File: config.mk
export PLATFORM = sky130hd
export DESIGN_NAME = int_pending_ctrl_flat
export DESIGN_NICKNAME = d
export VERILOG_FILES = /design/src/rtl/int_pending_ctrl_pkg.sv /design/src/rtl/int_pending_ctrl_if.sv /design/src/rtl/int_pending_ctrl_sync_edge_detect.sv /design/src/rtl/int_pending_ctrl.sv /design/src/flat_wrapper.sv
export SDC_FILE = /design/constraint.sdc
export NUM_CORES = 1
export LEC_CHECK = 0
export ABC_AREA = 1
export CORE_ASPECT_RATIO = 0.6
export CORE_MARGIN = 2
export CORE_UTILIZATION = 52
export CTS_BUF_LIST = sky130_fd_sc_hd__clkbuf_16
export CTS_CLUSTER_SIZE = 16
export DETAILED_ROUTE_END_ITERATION = 10
export PLACE_DENSITY = 0.84
export SLEW_MARGIN = 20
export SYNTH_ARGS = -nofsm -noshare
export SYNTH_HDL_FRONTEND = slang
export SYNTH_SLANG_ARGS = --single-unit
File: constraint.sdc
create_clock -name clk -period 3.05 [get_ports clk]
set_input_delay 0.4575 -clock clk [delete_from_list [all_inputs] [get_ports clk]]
set_output_delay 0.4575 -clock clk [all_outputs]
set_load 0.01 [all_outputs]
File: src/rtl/int_pending_ctrl_pkg.sv
// Shared types and helpers for the interrupt pending controller.
// Priority rule matches the downstream vectored controller: highest index wins.
package int_pkg;

  localparam int unsigned NUM_SRC_DEF     = 4;
  localparam int unsigned SYNC_STAGES_DEF = 2;
  localparam int unsigned PRIO_W          = 32;

  typedef enum logic [1:0] {
    IDLE = 2'd0,
    REQ  = 2'd1,
    ACK  = 2'd2
  } int_state_t;

  // One-hot of the highest set bit; callers zero-extend narrower vectors.
  function automatic logic [PRIO_W-1:0] prio_onehot(input logic [PRIO_W-1:0] vec);
    logic [PRIO_W-1:0] onehot;
    onehot = '0;
    for (int i = 0; i < int'(PRIO_W); i++) begin
      if (vec[i]) begin
        onehot    = '0;
        onehot[i] = 1'b1;
      end
    end
    return onehot;
  endfunction

endpackage

File: src/rtl/int_pending_ctrl_if.sv
// Source/CPU-side signal bundle of the interrupt pending controller.
// master = environment driving sources and ack, slave = the controller.
interface int_pending_ctrl_if #(
  parameter int unsigned NUM_SRC = int_pkg::NUM_SRC_DEF
) ();

  logic [NUM_SRC-1:0] irq_in;
  logic               mask_we;
  logic [NUM_SRC-1:0] mask_wdata;
  logic               int_ack;
  logic               int_req;
  logic [NUM_SRC-1:0] done_o;
  logic [NUM_SRC-1:0] pending_o;
  logic [NUM_SRC-1:0] mask_o;
  logic               spurious_o;

  modport master (
    output irq_in, mask_we, mask_wdata, int_ack,
    input  int_req, done_o, pending_o, mask_o, spurious_o
  );

  modport slave (
    input  irq_in, mask_we, mask_wdata, int_ack,
    output int_req, done_o, pending_o, mask_o, spurious_o
  );

endinterface

File: src/rtl/int_pending_ctrl_sync_edge_detect.sv
// Multi-flop synchroniser per bit followed by a history flop; emits a
// one-cycle rise pulse for each synchronised 0->1 transition.
module sync_edge_detect #(
  parameter int unsigned WIDTH       = 4,
  parameter int unsigned SYNC_STAGES = 2
) (
  input  logic             clk,
  input  logic             rst_n,
  input  logic [WIDTH-1:0] d,
  output logic [WIDTH-1:0] rise
);

  logic [WIDTH-1:0] sync_q [SYNC_STAGES];
  logic [WIDTH-1:0] hist_q;

  always_ff @(posedge clk or negedge rst_n) begin
    if (!rst_n) begin
      for (int i = 0; i < int'(SYNC_STAGES); i++) begin
        sync_q[i] <= '0;
      end
      hist_q <= '0;
    end else begin
      sync_q[0] <= d;
      for (int i = 1; i < int'(SYNC_STAGES); i++) begin
        sync_q[i] <= sync_q[i-1];
      end
      hist_q <= sync_q[SYNC_STAGES-1];
    end
  end

  assign rise = sync_q[SYNC_STAGES-1] & ~hist_q;

endmodule

File: src/rtl/int_pending_ctrl.sv
// Upstream stage of the vectored interrupt controller: sticky maskable pending
// bits plus the int_req/int_ack handshake that feeds done_o to the vectored stage.
module int_pending_ctrl
  import int_pkg::*;
#(
  parameter int unsigned NUM_SRC     = NUM_SRC_DEF,
  parameter int unsigned SYNC_STAGES = SYNC_STAGES_DEF
) (
  input  logic            clk,
  input  logic            rst_n,
  int_pending_ctrl_if.slave bus
);

  logic [NUM_SRC-1:0] rise;
  logic [NUM_SRC-1:0] pending_q;
  logic [NUM_SRC-1:0] mask_q;
  logic [NUM_SRC-1:0] sel_q;
  logic [NUM_SRC-1:0] active;
  logic [NUM_SRC-1:0] clr;
  logic [NUM_SRC-1:0] done_sel;
  logic               spurious_q;
  int_state_t         state_q;

  sync_edge_detect #(
    .WIDTH       (NUM_SRC),
    .SYNC_STAGES (SYNC_STAGES)
  ) u_sync_edge_detect (
    .clk   (clk),
    .rst_n (rst_n),
    .d     (bus.irq_in),
    .rise  (rise)
  );

  assign active = pending_q & mask_q;
  assign clr    = (state_q == ACK && !bus.int_ack) ? sel_q : '0;

  // Pending bits: a new rise outranks a clear on the same edge.
  always_ff @(posedge clk or negedge rst_n) begin
    if (!rst_n) begin
      pending_q <= '0;
      mask_q    <= '0;
    end else begin
      pending_q <= (pending_q & ~clr) | rise;
      if (bus.mask_we) begin
        mask_q <= bus.mask_wdata;
      end
    end
  end

  // Handshake FSM; decisions see the mask as it was before any same-cycle write.
  always_ff @(posedge clk or negedge rst_n) begin
    if (!rst_n) begin
      state_q    <= IDLE;
      sel_q      <= '0;
      spurious_q <= 1'b0;
    end else begin
      case (state_q)
        IDLE: begin
          if (bus.int_ack) begin
            spurious_q <= 1'b1;
          end else if (|active) begin
            state_q <= REQ;
          end
        end
        REQ: begin
          if (!(|active)) begin
            state_q <= IDLE;
          end else if (bus.int_ack) begin
            state_q <= ACK;
            sel_q   <= NUM_SRC'(prio_onehot(PRIO_W'(active)));
          end
        end
        ACK: begin
          if (!bus.int_ack) begin
            state_q <= IDLE;
            sel_q   <= '0;
          end
        end
        default: begin
          state_q <= IDLE;
          sel_q   <= '0;
        end
      endcase
    end
  end

  // done_o is decoded purely from registers so it is glitch-free toward the vectored stage.
  always_comb begin
    done_sel = '0;
    case (state_q)
      REQ:     done_sel = active;
      ACK:     done_sel = sel_q;
      default: done_sel = '0;
    endcase
  end

  assign bus.int_req    = (state_q == REQ) || (state_q == ACK);
  assign bus.done_o     = done_sel;
  assign bus.pending_o  = pending_q;
  assign bus.mask_o     = mask_q;
  assign bus.spurious_o = spurious_q;

endmodule

File: src/flat_wrapper.sv
// flat-port wrapper written by rule: the top's interface ports become plain ports
module int_pending_ctrl_flat import int_pkg::*;
#(
  parameter int unsigned NUM_SRC     = NUM_SRC_DEF,
  parameter int unsigned SYNC_STAGES = SYNC_STAGES_DEF
)
  (clk, rst_n, bus_irq_in, bus_mask_we, bus_mask_wdata, bus_int_ack, bus_int_req, bus_done_o, bus_pending_o, bus_mask_o, bus_spurious_o);
  int_pending_ctrl_if #(.NUM_SRC(NUM_SRC)) bus_i ();
  input  logic clk;
  input  logic rst_n;
  input wire logic [$bits(bus_i.irq_in)-1:0] bus_irq_in;
  input wire logic [$bits(bus_i.mask_we)-1:0] bus_mask_we;
  input wire logic [$bits(bus_i.mask_wdata)-1:0] bus_mask_wdata;
  input wire logic [$bits(bus_i.int_ack)-1:0] bus_int_ack;
  output wire logic [$bits(bus_i.int_req)-1:0] bus_int_req;
  output wire logic [$bits(bus_i.done_o)-1:0] bus_done_o;
  output wire logic [$bits(bus_i.pending_o)-1:0] bus_pending_o;
  output wire logic [$bits(bus_i.mask_o)-1:0] bus_mask_o;
  output wire logic [$bits(bus_i.spurious_o)-1:0] bus_spurious_o;
  assign bus_i.irq_in = bus_irq_in;
  assign bus_i.mask_we = bus_mask_we;
  assign bus_i.mask_wdata = bus_mask_wdata;
  assign bus_i.int_ack = bus_int_ack;
  assign bus_int_req = bus_i.int_req;
  assign bus_done_o = bus_i.done_o;
  assign bus_pending_o = bus_i.pending_o;
  assign bus_mask_o = bus_i.mask_o;
  assign bus_spurious_o = bus_i.spurious_o;
  int_pending_ctrl #(.NUM_SRC(NUM_SRC), .SYNC_STAGES(SYNC_STAGES)) u_core (.clk(clk), .rst_n(rst_n), .bus(bus_i));
endmodule
==> results.md <==
* Worst path required time at 2590 ps
* Post-synthesis cell count at 111
* Number of buffers created by CTS at 3
* Post-synthesis register bit count at 27
* Top FF cell, synth: dfrtp_1
* Hold buffers post-CTS at 0
* Synth top area cells: dfrtp_1 60%, nand2_1 7.6%, ha_1 4.4%
* Total Neg Setup Slack at 0 ps
* Initial Util at 0.534
* Power per Cell Area at 744 nW/um^2
* # IOs at 26
* Total Power at 1.11 mW
* I/O Buffers at 25
* Top post-synthesis cells by count: 27 x dfrtp_1, 23 x nand2_1, 10 x inv_1, 10 x nand3_1, 10 x o21ai_1
* Worst-Skew Late Latency at 260 ps
* Critical path class: flip-flop to output pin
* # setup viols final at 0
* CP Launch Type: flip-flop
* Final Cell Area at about 1500 sq um
* Pins Over Slew Limit at 0
* Tot GR Track Use at 0.195
* Clock root buffer: clkbuf_16
* Crit path capture type: output pin
* Synth warnings at 0
* Pin count of the biggest net entering global routing at 28
* PostCTS Resize Cnt at 0
* Sequential share of the synthesized area at 0.599
* Area share of the leading cell type in the synthesized netlist at 0.599
* Post-DP Area at 1410 sq um
* Post-synthesis cell type count at 17
* Worst EP arrival at 2090 ps
* Max cap viols at 0
* HP Class: flip-flop to flip-flop
* Slew at the pin with the worst max-slew slack at between 300 and 400 ps
* Yosys top cell by area: dfrtp_1
* Initial antenna violation count at 0
* Layout area overhead at 31.8%
* RD Place Congestion at 0.851
* Syn Nets at about 130
* VDD IR max at 0.509 mV
* Num Clock Sinks at 27
* Maximum fanout along the worst path at 8
* Asr flop ratio synth at 1.00
* Final Hold Slack at 355 ps
* Most instantiated library cell after synthesis: dfrtp_1
* Final ANT Viol Nets at 0
* Via Count at 826
* Final Hold Viols at 0
* Setup bufs post-CTS at 0
* Synth Cell Area at 1130 sq um
* 1st-iter DRT viols at around 50
* CTS HTree Levels at 1
* Routed len/inst at 12.8 um
* Fill cells at about 170
* Core box area at around 2100 sq um
* Layout cell share with drive strength beyond 1 at 0.151
* Fin util at 0.704
* Period Utilization, post-route at 0.836
* Fmax achieved at roughly 390 MHz
* Fin nets at 156
* First-pass GRT wire length at 3.56 mm
* Die H at 40.1 um
* Normalized max-slew margin at 0.763
* Vias in the first global route at about 760
* Avg Inst Size Synth at 10.2 sq um
* Global route total overflow at 0
* Period minus WS final at 2550 ps
* EDFF count, synth at 0
* Clk buf depth at 2
* DRC violations left at 0
* Unrepaired setup endpoints after global routing: false
* CTS tree: done
* Via-to-Cell Ratio at roughly 4.9
* Clk pin slew, worst setup/hold paths at 60 ps
* Leakage at 0.681 nW
* Site row count at 13
* Status: complete, no violations
* Antenna Cells at 0
* Total wire length at 2.17 mm
* Die area at roughly 2600 sq um
* Pre-Repair DR Iteration Count at 4
* Die Width at 64.1 um
* Clock skew at 2.07 ps
* Detail Placement HPWL at 1.56 mm
-- power breakdown --
group / internal [mW] / leakage [nW] / switching [mW]
registers: 0.402 / 0.311 / 0.0322
clock network: 0.178 / 0.0371 / 0.117
logic: 0.158 / 0.333 / 0.219
total: 0.738 / 0.681 / 0.368
-- final timing paths --
| check | start | endpoint | slack, ps | cells after the start |
|---|---|---|---|---|
| max in group asynchronous | rst_n | u_core.bus.pending_o[1] | 2230 | 2 |
| hold / removal | u_core.u_sync_edge_detect.sync_q[6] | u_core.u_sync_edge_detect.sync_q[2] | 360 | 0 |
| setup / recovery | u_core.state_q[1] | bus_done_o[0] | 500 | 7 |
| min in group asynchronous | rst_n | u_core.state_q[0] | 570 | 2 |
| setup reg to reg | u_core.state_q[0] | u_core.sel_q[0] | 1590 | 8 |
| hold reg to reg | u_core.u_sync_edge_detect.sync_q[6] | u_core.u_sync_edge_detect.sync_q[2] | 360 | 0 |
-- cell families (layout without fill, tap and decap cells) --
| kind of cell | Yosys count | count (layout) | synth area share |
|---|---|---|---|
| AO/OA/AOI/OAI | 17 | 17 | 0.0809 |
| adder cells (fa/ha/maj) | 4 | 4 | 0.0443 |
| buffers and inverters | 17 | 45 | 0.0665 |
| flip-flops | 27 | 27 | 0.599 |
| multiplexers | 4 | 4 | 0.0399 |
| AND/OR/NAND/NOR | 42 | 42 | 0.170 |
-- cell type report --
cell class              instances  area (sq um)  area share
flip-flops and latches         27           676       0.454
repair buffers                 26           258       0.173
multi-input cells              67           378       0.254
well taps                      30          37.5      0.0252
clock inverters                 1          7.51     0.00505
inverters                      15          56.3      0.0378
clock buffers                   3          75.1      0.0505
-- flip-flops by register name, indices dropped and copies added, names as in the netlist --
signal / flops
u_core.bus.mask_o: 4
u_core.bus.pending_o: 4
u_core.bus.spurious_o: 1
u_core.sel_q: 4
u_core.state_q: 2
u_core.u_sync_edge_detect.hist_q: 4
u_core.u_sync_edge_detect.sync_q: 8
-- placed cells by master (no fill, tap or decap) --
master and instances:
dfrtp_1 27, clkdlybuf4s50_1 25, nand2_1 23, inv_1 10
nand3_1 10, o21ai_1 10, nand2_2 6, a21oi_1 5
inv_2 4, mux2_2 4, ha_1 4, clkbuf_16 3
nor2_1 2, clkinv_1 1, nand3_2 1, a21oi_2 1
o21bai_1 1, clkinvlp_4 1, buf_4 1
-- routing by layer --
| layer | wire (um) | GRT usage |
|---|---|---|
| met1 | 1010 | 0.250 |
| met2 | 1010 | 0.326 |
| met3 | 142 | 0.0618 |
| met4 | 12 | 0.0638 |
| met5 | 0 | 0 |
-- critical path: stages, from the launching register on --
cell             delay [ps]
dfrtp_1                 400
inv_1                   110
ha_1                    380
inv_2                    80
nor2_1                  160
inv_1                    50
a21oi_1                 110
clkdlybuf4s50_1         540
-- through the flow --
step | setup slack [ps] | instances
6_report | 501 | 169
2_1_floorplan | 1440 | 111
5_1_grt | 366 | 169
4_1_cts | 493 | 169
3_3_place_gp | 862 | 165
3_5_place_dp | 789 | 165
Power figures use the tool's default switching activity.
